==> src/rtl/sfp_frame_dispatcher.sv <==
// sfp_frame_dispatcher: latches one RX frame, dispatches it to the handler named by its command byte,
// and forwards the response (or an error frame) to TX before releasing the RX buffer.
module sfp_frame_dispatcher #(
  parameter int C_DATA_FRAME_BIT = 64,
  parameter int C_NUM_HANDLER    = 4,
  parameter int C_TIMEOUT        = 1000
) (
  input  logic                                      i_clk,
  input  logic                                      i_rst,
  input  logic [C_DATA_FRAME_BIT-1:0]               i_rx_frame,
  input  logic                                      i_rx_valid,
  output logic                                      o_rx_clr,
  output logic [C_DATA_FRAME_BIT-1:0]               o_hdl_frame,
  output logic [C_NUM_HANDLER-1:0]                  o_hdl_valid,
  input  logic [C_NUM_HANDLER-1:0]                  i_hdl_done,
  input  logic [C_NUM_HANDLER*C_DATA_FRAME_BIT-1:0] i_hdl_frame,
  output logic [C_DATA_FRAME_BIT-1:0]               o_tx_frame,
  output logic                                      o_tx_valid,
  input  logic                                      i_tx_ready,
  output logic                                      o_busy,
  output logic                                      o_timeout,
  output logic [15:0]                               o_err_cnt
);
  localparam int W  = C_DATA_FRAME_BIT;
  localparam int IW = C_NUM_HANDLER > 1 ? $clog2(C_NUM_HANDLER) : 1;
  localparam int TW = $clog2(C_TIMEOUT);

  typedef enum logic [2:0] {S_IDLE, S_DECODE, S_WAIT, S_TX, S_CLR} state_t;

  state_t          state_q, state_d;
  logic [W-1:0]    rx_q, rx_d, tx_q, tx_d;
  logic [TW-1:0]   timer_q, timer_d;
  logic [15:0]     err_q, err_d;
  logic            timeout_q, timeout_d, err_inc;
  logic [7:0]      cmd;
  logic [IW-1:0]   idx;
  logic            known, done_sel, expired;
  logic [W-1:0]    resp;

  assign cmd      = rx_q[W-1 -: 8];
  assign idx      = cmd[IW-1:0];
  assign known    = 32'(cmd) < C_NUM_HANDLER;
  assign done_sel = i_hdl_done[idx];
  assign expired  = timer_q == TW'(C_TIMEOUT - 1);
  assign resp     = i_hdl_frame[idx*W +: W];
  assign err_d    = (err_inc && err_q != 16'hFFFF) ? err_q + 16'd1 : err_q;

  always_ff @(posedge i_clk or negedge i_rst) begin
    if (!i_rst) begin
      state_q   <= S_IDLE;
      rx_q      <= '0;
      tx_q      <= '0;
      timer_q   <= '0;
      err_q     <= '0;
      timeout_q <= 1'b0;
    end else begin
      state_q   <= state_d;
      rx_q      <= rx_d;
      tx_q      <= tx_d;
      timer_q   <= timer_d;
      err_q     <= err_d;
      timeout_q <= timeout_d;
    end
  end

  always_comb begin
    state_d   = state_q;
    rx_d      = rx_q;
    tx_d      = tx_q;
    timer_d   = timer_q;
    timeout_d = 1'b0;
    err_inc   = 1'b0;
    case (state_q)
      S_IDLE: if (i_rx_valid) begin
        rx_d    = i_rx_frame;
        state_d = S_DECODE;
      end
      S_DECODE: begin
        timer_d = '0;
        state_d = known ? S_WAIT : S_TX;
        if (!known) begin
          tx_d    = W'({8'hEE, cmd}) << (W - 16);
          err_inc = 1'b1;
        end
      end
      S_WAIT: begin
        timer_d = timer_q + TW'(1);
        // a done arriving in the expiry cycle still wins over the timeout
        if (done_sel) begin
          tx_d    = resp;
          state_d = S_TX;
        end else if (expired) begin
          tx_d      = W'({8'hEF, cmd}) << (W - 16);
          timeout_d = 1'b1;
          err_inc   = 1'b1;
          state_d   = S_TX;
        end
      end
      S_TX:    if (i_tx_ready) state_d = S_CLR;
      S_CLR:   state_d = S_IDLE;
      default: state_d = S_IDLE;
    endcase
  end

  always_comb begin
    o_busy      = state_q != S_IDLE;
    o_tx_valid  = state_q == S_TX;
    o_rx_clr    = state_q == S_CLR;
    o_hdl_valid = (state_q == S_WAIT) ? C_NUM_HANDLER'(1) << idx : '0;
    o_hdl_frame = rx_q;
    o_tx_frame  = tx_q;
    o_timeout   = timeout_q;
    o_err_cnt   = err_q;
  end
endmodule

==> config.mk <==
export PLATFORM = sky130hd
export DESIGN_NAME = sfp_frame_dispatcher
export DESIGN_NICKNAME = d
export VERILOG_FILES = /design/src/rtl/sfp_frame_dispatcher.sv
export SDC_FILE = /design/constraint.sdc
export NUM_CORES = 1
export LEC_CHECK = 0
export ABC_AREA = 1
export BUFFER_PORTS_ARGS = -buffer_cell sky130_fd_sc_hd__clkbuf_2
export CAP_MARGIN = 20
export CORE_AREA = 2 2 186 188
export DETAILED_ROUTE_END_ITERATION = 10
export DIE_AREA = 0 0 188 190
export MAX_ROUTING_LAYER = met4
export PLACE_DENSITY = 0.55
export SLEW_MARGIN = 20
export SYNTH_ARGS = -nofsm -noshare
export SYNTH_HDL_FRONTEND = slang
export SYNTH_SLANG_ARGS = --single-unit
==> constraint.sdc <==
create_clock -name i_clk -period 2.1 [get_ports i_clk]
set_clock_uncertainty 0.15 [all_clocks]
set_input_delay 0.21 -clock i_clk [delete_from_list [all_inputs] [get_ports i_clk]]
set_output_delay 0.21 -clock i_clk [all_outputs]
set_load 0.05 [all_outputs]
==> summary.md, run 1 <==
| Metric | Value |
|---|---|
| Status | `finished clean` |
| Worst Setup Path Type | `flop to primary output` |
| # rows | `68` |
| Pwr Total | `21.06 mW` |
| CTS Sinks | `between 150 and 200` |
| Largest net degree at the start of global routing | `65` |
| Cell area after synthesis | `8268 um^2` |
| DP Area | `11,470 um^2` |
| Via/cell ratio | `between 4 and 5` |
| Final period util | `95.26%` |
| GRT Resource Usage Total | `between 20% and 30%` |
| Worst endpoint data arrival time | `between 1.5 and 2 ns` |
| Fin area | `14,490 um^2` |
| Top post-synthesis cells by area | `dfrtp_1 (48%), nand2_1 (19%), mux2_2 (8.4%)` |
| Critical Path RT | `1.74 ns` |
| CTS clk-pin slew, worst paths | `0.07 ns` |
| Top cell type's share of synthesized area | `47.82%` |
| Die width | `188 um` |
| Critical Path End Type | `primary output` |
| Root Buffer | `clkbuf_16` |
| CTS Buf Count | `17` |
| Detailed Route WL | `37,350 um` |
| Via count of the first global-routing pass | `10,422` |
| Total iterations of the first detailed-routing run | `5` |
| Worst VDD drop | `1030 uV` |
| Syn Nets | `around 1,300` |
| Area Overhead vs Synth | `75.27%` |
| Global-route wire length before repair | `56,980 um` |
| Synth unique cells | `32` |
| Initial Util | `24.36%` |
| Lkg Pwr | `7.577 nW` |
| Slew margin rel. | `68.59%` |
| ANT nets after route | `0` |
| Die Ht | `190 um` |
| Initial antenna violation count | `3` |
| Most common cell after layout, fill and taps aside | `clkbuf_2` |
| Final Critical Period | `roughly 2.0 ns` |
| Power per cell area | `1453 nW/um^2` |
| Unrepaired setup endpoints after global routing | `false` |
| WL/cell | `16.93 um` |
| Yosys reg bits | `about 160` |
| Initial DRC Count | `499` |
| Setup violators final | `0` |
| Post-DP HPWL | `26,220 um` |
| Worst-Skew Late Latency | `0.43 ns` |
| CTS Buffer Depth | `2` |
| Via count | `about 10,000` |
| Cells after Synth | `1,000` |
| Final Wtd Congestion | `0.8528` |
| Layout cells sized above 1 | `37.30%` |
| Post-synthesis sequential area ratio | `between 40% and 50%` |
| Synth Warn # | `0` |
| CP startpoint kind | `flop` |
| Total congestion overflow | `0` |
| DIE AREA | `35,720 um^2` |
| IO Port Bufs | `approximately 480` |
| Yosys top cell by area | `dfrtp_1` |
| Worst-Margin Slew | `0.4712 ns` |
| Slew Limit Fails | `0` |
| Syn avg cell area | `8.268 um^2` |
| Tightest Hold Check Type | `input pin to flop` |
| Drt drc | `0` |
| Final Hold Fails | `0` |
| I/O pin cnt | `480` |
| Crit-path max FO | `7` |
| FMAX | `0.4999 GHz` |
| Hold WS | `0.01205 ns` |
| Max-Cap Viols | `0` |
| Worst R2R Setup Slack | `0.13 ns` |
| Core area | `33,950 um^2` |
| Final net count | `2,066` |
| Setup TNS | `0 ns` |
| Commonest cells after routing, fill and taps aside | `clkbuf_2 (478), nand2_1 (426), dlygate4sd3_1 (244), dfrtp_1 (156), nand3_1 (86)` |
| CTS tree | `yes` |
| Post-CTS Setup Inserts | `0` |
| H-tree depth | `4` |
==> state kept, by name, indices dropped and copies added, names as in the netlist <==
signal and count:
o_err_cnt 16, o_hdl_frame 64, timer_q 10, o_tx_frame 64, state_q 3, o_timeout 1
==> Yosys cell counts <==
| cell | instances |
|---|---|
| nand2_1 | 426 |
| dfrtp_1 | 158 |
| nand3_1 | 87 |
| mux2_2 | 62 |
| a22oi_1 | 49 |
| nor2_1 | 44 |
| buf_2 | 28 |
| inv_1 | 27 |
| nor3_1 | 14 |
| o21ai_0 | 14 |
| clkbuf_1 | 12 |
| nand4_1 | 12 |
| inv_2 | 9 |
| buf_4 | 7 |
| xnor2_1 | 6 |
| a22o_1 | 5 |
| buf_6 | 5 |
| nand2_2 | 5 |
| nand3_2 | 5 |
| xor2_1 | 5 |
| a21oi_1 | 3 |
| nor2_2 | 3 |
| nor2_4 | 3 |
| ha_1 | 2 |
| o22ai_1 | 2 |
| a31oi_1 | 1 |
| nand2_4 | 1 |
| nand4_4 | 1 |
| o21ai_1 | 1 |
| o21ai_4 | 1 |
| o221ai_1 | 1 |
| o32ai_1 | 1 |
==> critical path: stages, from the launching register on <==
cell and delay [ns]:
dfrtp_1 0.43, inv_2 0.09, nand3_2 0.07, buf_4 0.18, nor2_1 0.15, clkbuf_2 0.30
==> per-layer routing <==
layer | global-route usage [%] | wire length (um) | part of all wire [%]
met1 | 23.13 | 14350 | 38
met2 | 37.30 | 19370 | 52
met3 | 4.353 | 2464 | 6.6
met4 | 8.752 | 1165 | 3.1
met5 | - | 0 | 0
==> final timing paths <==
kind	depth (start not counted)	end	start
setup / recovery	5	o_hdl_valid[3]	state_q[0]
hold / removal	5	o_tx_frame[7]	i_hdl_frame[135]
setup reg to reg	8	o_tx_frame[7]	o_hdl_frame[56]
hold reg to reg	2	o_tx_frame[7]	o_tx_frame[7]
max in group asynchronous	3	o_hdl_frame[57]	i_rst
min in group asynchronous	2	o_hdl_frame[9]	i_rst
==> kinds of logic (layout without fill, tap and decap cells) <==
logic type                 count (synthesis)  after routing  synth area share [%]
and+or+nand+nor                          601            601                 30.37
DFF                                      158            158                 47.82
buffers and inverters                     88            836                 5.191
AOI/OAI and AO/OA                         78             78                 6.704
muxes                                     62             62                 8.444
xor gates and xnor gates                  11             11                 1.165
adders and majority gates                  2              2                0.3026
other                                      0              3                     0
==> timing repair <==
item / CTS / global route
endpoints found under the setup margin: 1 / 27
cloned: 0 / 0
resized for setup: 2 / 2
hold buffers: 244 / 0
hold endpoints to repair: 276 / 0
==> power by group <==
| part | switching [mW] | internal, mW |
|---|---|---|
| sequential | 0.841 | 4.33 |
| combinational | 9.11 | 3.70 |
| clock | 1.38 | 1.70 |
==> layout make-up <==
type                       instances  area, um^2
fill                            3285       19460
timing repair buffer             769        5329
sequential                       158        3956
multi-input combinational        754        3925
tap                              455       569.3
clock buffer                      20       456.7
inverter                          36       137.6
clock inverter                    11       110.1
antenna                            3       7.507
==> through the flow <==
step	worst slack (ns)	utilization, %	instances
finish	0.09957	42.69	2206
detailed placement	0.07890	33.79	1928
CTS	0.07463	42.66	2203
global route	0.01237	42.69	2206
global placement	0.1095	33.79	1928
floorplan	0.04336	-	1000
Power figures use the tool's default switching activity.
==> run 2: changes to the inputs <==
Settings changed: BUFFER_PORTS_ARGS -buffer_cell sky130_fd_sc_hd__clkbuf_2 to not set, DONT_BUFFER_PORTS set to 1, PLACE_DENSITY 0.55 to 0.43, SETUP_SLACK_MARGIN set to 0.2.
==> run 2 against run 1 <==
  * The flow now finishes with violations (hold timing)
  * Count of clock-buffer cells in the layout is 3 higher
  * Sequential share of layout area is 3.0 points higher
  * First-iteration DRC count is 30% higher
  * Global-route usage is 0.91 points lower
  * Combinational power is 31% lower
  * Worst hold slack worse by 0.69 ns
  * Utilization is 4.2 points lower
  * Die area stayed put
  * Critical endpoint is now o_hdl_valid[1]
  * Largest cell class is now multi-input combinational cells
  * Highest routed layer unchanged
==> summary.md, run 2 (same netlist as run 1, synthesis figures left out) <==
| Metric | Value |
|---|---|
| DIE AREA | `35,720 um^2 (unchanged)` |
| Worst endpoint data arrival time | `1.56 ns (-0.08 ns)` |
| Status | `finished, violations left` |
| Drt drc | `0 (unchanged)` |
| Setup violators final | `0 (unchanged)` |
| Critical Path End Type | `primary output` |
| FF-to-FF path depth | `9 (+1)` |
| Hold WS | `-0.6740 ns (-0.6861 ns)` |
| Max-Cap Viols | `0 (unchanged)` |
| Total iterations of the first detailed-routing run | `6 (+1)` |
| Crit Reg-Reg Endpoint | `o_tx_frame[27]` |
| Unrepaired setup endpoints after global routing | `true` |
| Final net count | `1,667 (-19%)` |
| WL/cell | `20.55 um (+21%)` |
| Failing checks | `hold timing` |
| ANT nets after route | `0 (unchanged)` |
| I/O pin cnt | `480 (unchanged)` |
| H-tree depth | `4 (unchanged)` |
| Crit-path max FO | `5 (-2)` |
| Final Hold Fails | `158 (+158)` |
| Worst Setup Path Type | `flop to primary output` |
| Number of fillers in the final layout | `3,322 (+1.1%)` |
| CTS Buffer Depth | `2 (unchanged)` |
| CTS hold repair buffers | `284 (+16%)` |
| Worst-Skew Late Latency | `0.43 ns (about the same)` |
| Core area | `33,950 um^2 (unchanged)` |
| CP startpoint kind | `flop` |
| CTS clk-pin slew, worst paths | `0.06 ns (about the same)` |
| Final Critical Period | `1.923 ns (-0.07724 ns)` |
| FMAX | `0.5200 GHz (+4.0%)` |
| Placed Cells | `1,463 (-24%)` |
| Initial Util | `24.36% (unchanged)` |
| Power per cell area | `1617 nW/um^2 (+11%)` |
| Slew margin rel. | `58.71% (-9.9 points)` |
| Setup TNS | `0 ns (unchanged)` |
| Area Overhead vs Synth | `58.19%` |
| Critical Path RT | `1.74 ns (about the same)` |
| Initial DRC Count | `649 (+30%)` |
| CTS Buf Count | `17 (unchanged)` |
| CTS tree | `yes` |
| Initial antenna violation count | `6 (+3)` |
| GRT Resource Usage Total | `20.20% (-0.91 points)` |
| Pwr Total | `21.15 mW (+0.43%)` |
| Commonest cells after routing, fill and taps aside | `nand2_1 (425), dlygate4sd3_1 (284), dfrtp_1 (154), nand3_1 (84), mux2_2 (62)` |
| Final period util | `91.58% (-3.7 points)` |
| Post-route insts no fill | `1,811 (-18%)` |
| Detailed Route WL | `37,210 um (-0.36%)` |
| Slew Limit Fails | `0 (unchanged)` |
| Lkg Pwr | `6.003 nW (-21%)` |
| Bufs and invs on worst path | `1 (-2)` |
| Global-route wire length before repair | `53,210 um (-6.6%)` |
| Worst path slowest cell | `nor3_4` |
| Via/cell ratio | `4.856 (+7.3%)` |
| Layout cells sized above 1 | `16.44% (-21 points)` |
| # rows | `68 (unchanged)` |
| Die Ht | `190 um (unchanged)` |
| Final Wtd Congestion | `0.8898 (+4.3%)` |
| Total congestion overflow | `0 (unchanged)` |
| Post-DP HPWL | `25,220 um (-3.8%)` |
| Via count | `8,794 (-12%)` |
| Worst-Margin Slew | `0.6194 ns (+0.1482 ns)` |
| Via count of the first global-routing pass | `8,790 (-16%)` |
| CP peak stage delay | `0.49 ns (+0.06 ns)` |
| Largest net degree at the start of global routing | `159 (+140%)` |
| Root Buffer | `clkbuf_16` |
| RR Startpoint | `o_hdl_frame[56]` |
| Delay-heaviest family, CP | `simple AND/OR/NAND/NOR gates` |
| Critical Path, Cell by Cell | `buf_4 > nor3_4` |
| CTS Sinks | `158 (unchanged)` |
| Tightest Hold Check Type | `input pin to async pin` |
| Worst R2R Setup Slack | `0.23 ns (+0.10 ns)` |
| Most common cell after layout, fill and taps aside | `nand2_1` |
| Worst VDD drop | `842.7 uV (-18%)` |
| IO Port Bufs | `0 (-100%)` |
| Die width | `188 um (unchanged)` |
==> run 2: stage by stage <==
step	worst slack [ns]	area (um^2)	utilization [%]
after global placement	0.1473	9150	26.95
after floorplan	0.2150	8294	-
after global routing	0.1132	13080	38.53
after detailed placement	0.1049	9150	26.95
final	0.1768	13080	38.53
after CTS	0.1006	12690	37.38
==> run 2: cell type report <==
cell class | instances | area [um^2] | area share [%]
tap | 455 | 569.3 | 4.353
clock inverter | 9 | 110.1 | 0.8419
multi-input combinational | 754 | 4044 | 30.92
clock buffer | 23 | 467.9 | 3.578
sequential | 158 | 3959 | 30.27
antenna | 6 | 15.01 | 0.1148
timing repair buffer | 370 | 3764 | 28.78
inverter | 36 | 150.1 | 1.148
==> run 2: timing repair <==
item	CTS	global route
resized for setup	11	36
setup buffers	10	9
endpoints found under the setup margin	52	87
endpoints found under the hold margin	281	158
pin swaps	1	9
gates cloned	0	7
==> run 2: power by group <==
group	internal (mW)	switching [mW]
clock network	1.82	1.28
registers	4.25	5.00
logic	3.65	5.16
==> run 2: layer usage <==
layer | up-vias | part of all wire (%) | track usage [%] | wire [um]
met5 | - | 0 | - | 0
met4 | 0 | 3.9 | 9.055 | 1451
met3 | 105 | 7.6 | 4.704 | 2842
met2 | 580 | 50 | 33.72 | 18420
met1 | 4141 | 39 | 23.15 | 14500
li1 | 3968 | - | - | -
==> run 2: worst max-delay path by stage <==
stage | from | end | slack [ns] | depth (start not counted)
floorplan | o_hdl_frame[57] | o_err_cnt[13] | 0.22 | 11
global placement | o_hdl_frame[57] | o_tx_frame[50] | 0.15 | 9
detailed placement | o_hdl_frame[56] | o_tx_frame[46] | 0.10 | 8
CTS | state_q[0] | o_hdl_valid[1] | 0.10 | 4
global route | state_q[0] | o_hdl_valid[1] | 0.11 | 4
finish | o_hdl_frame[57] | o_hdl_valid[1] | 0.18 | 2
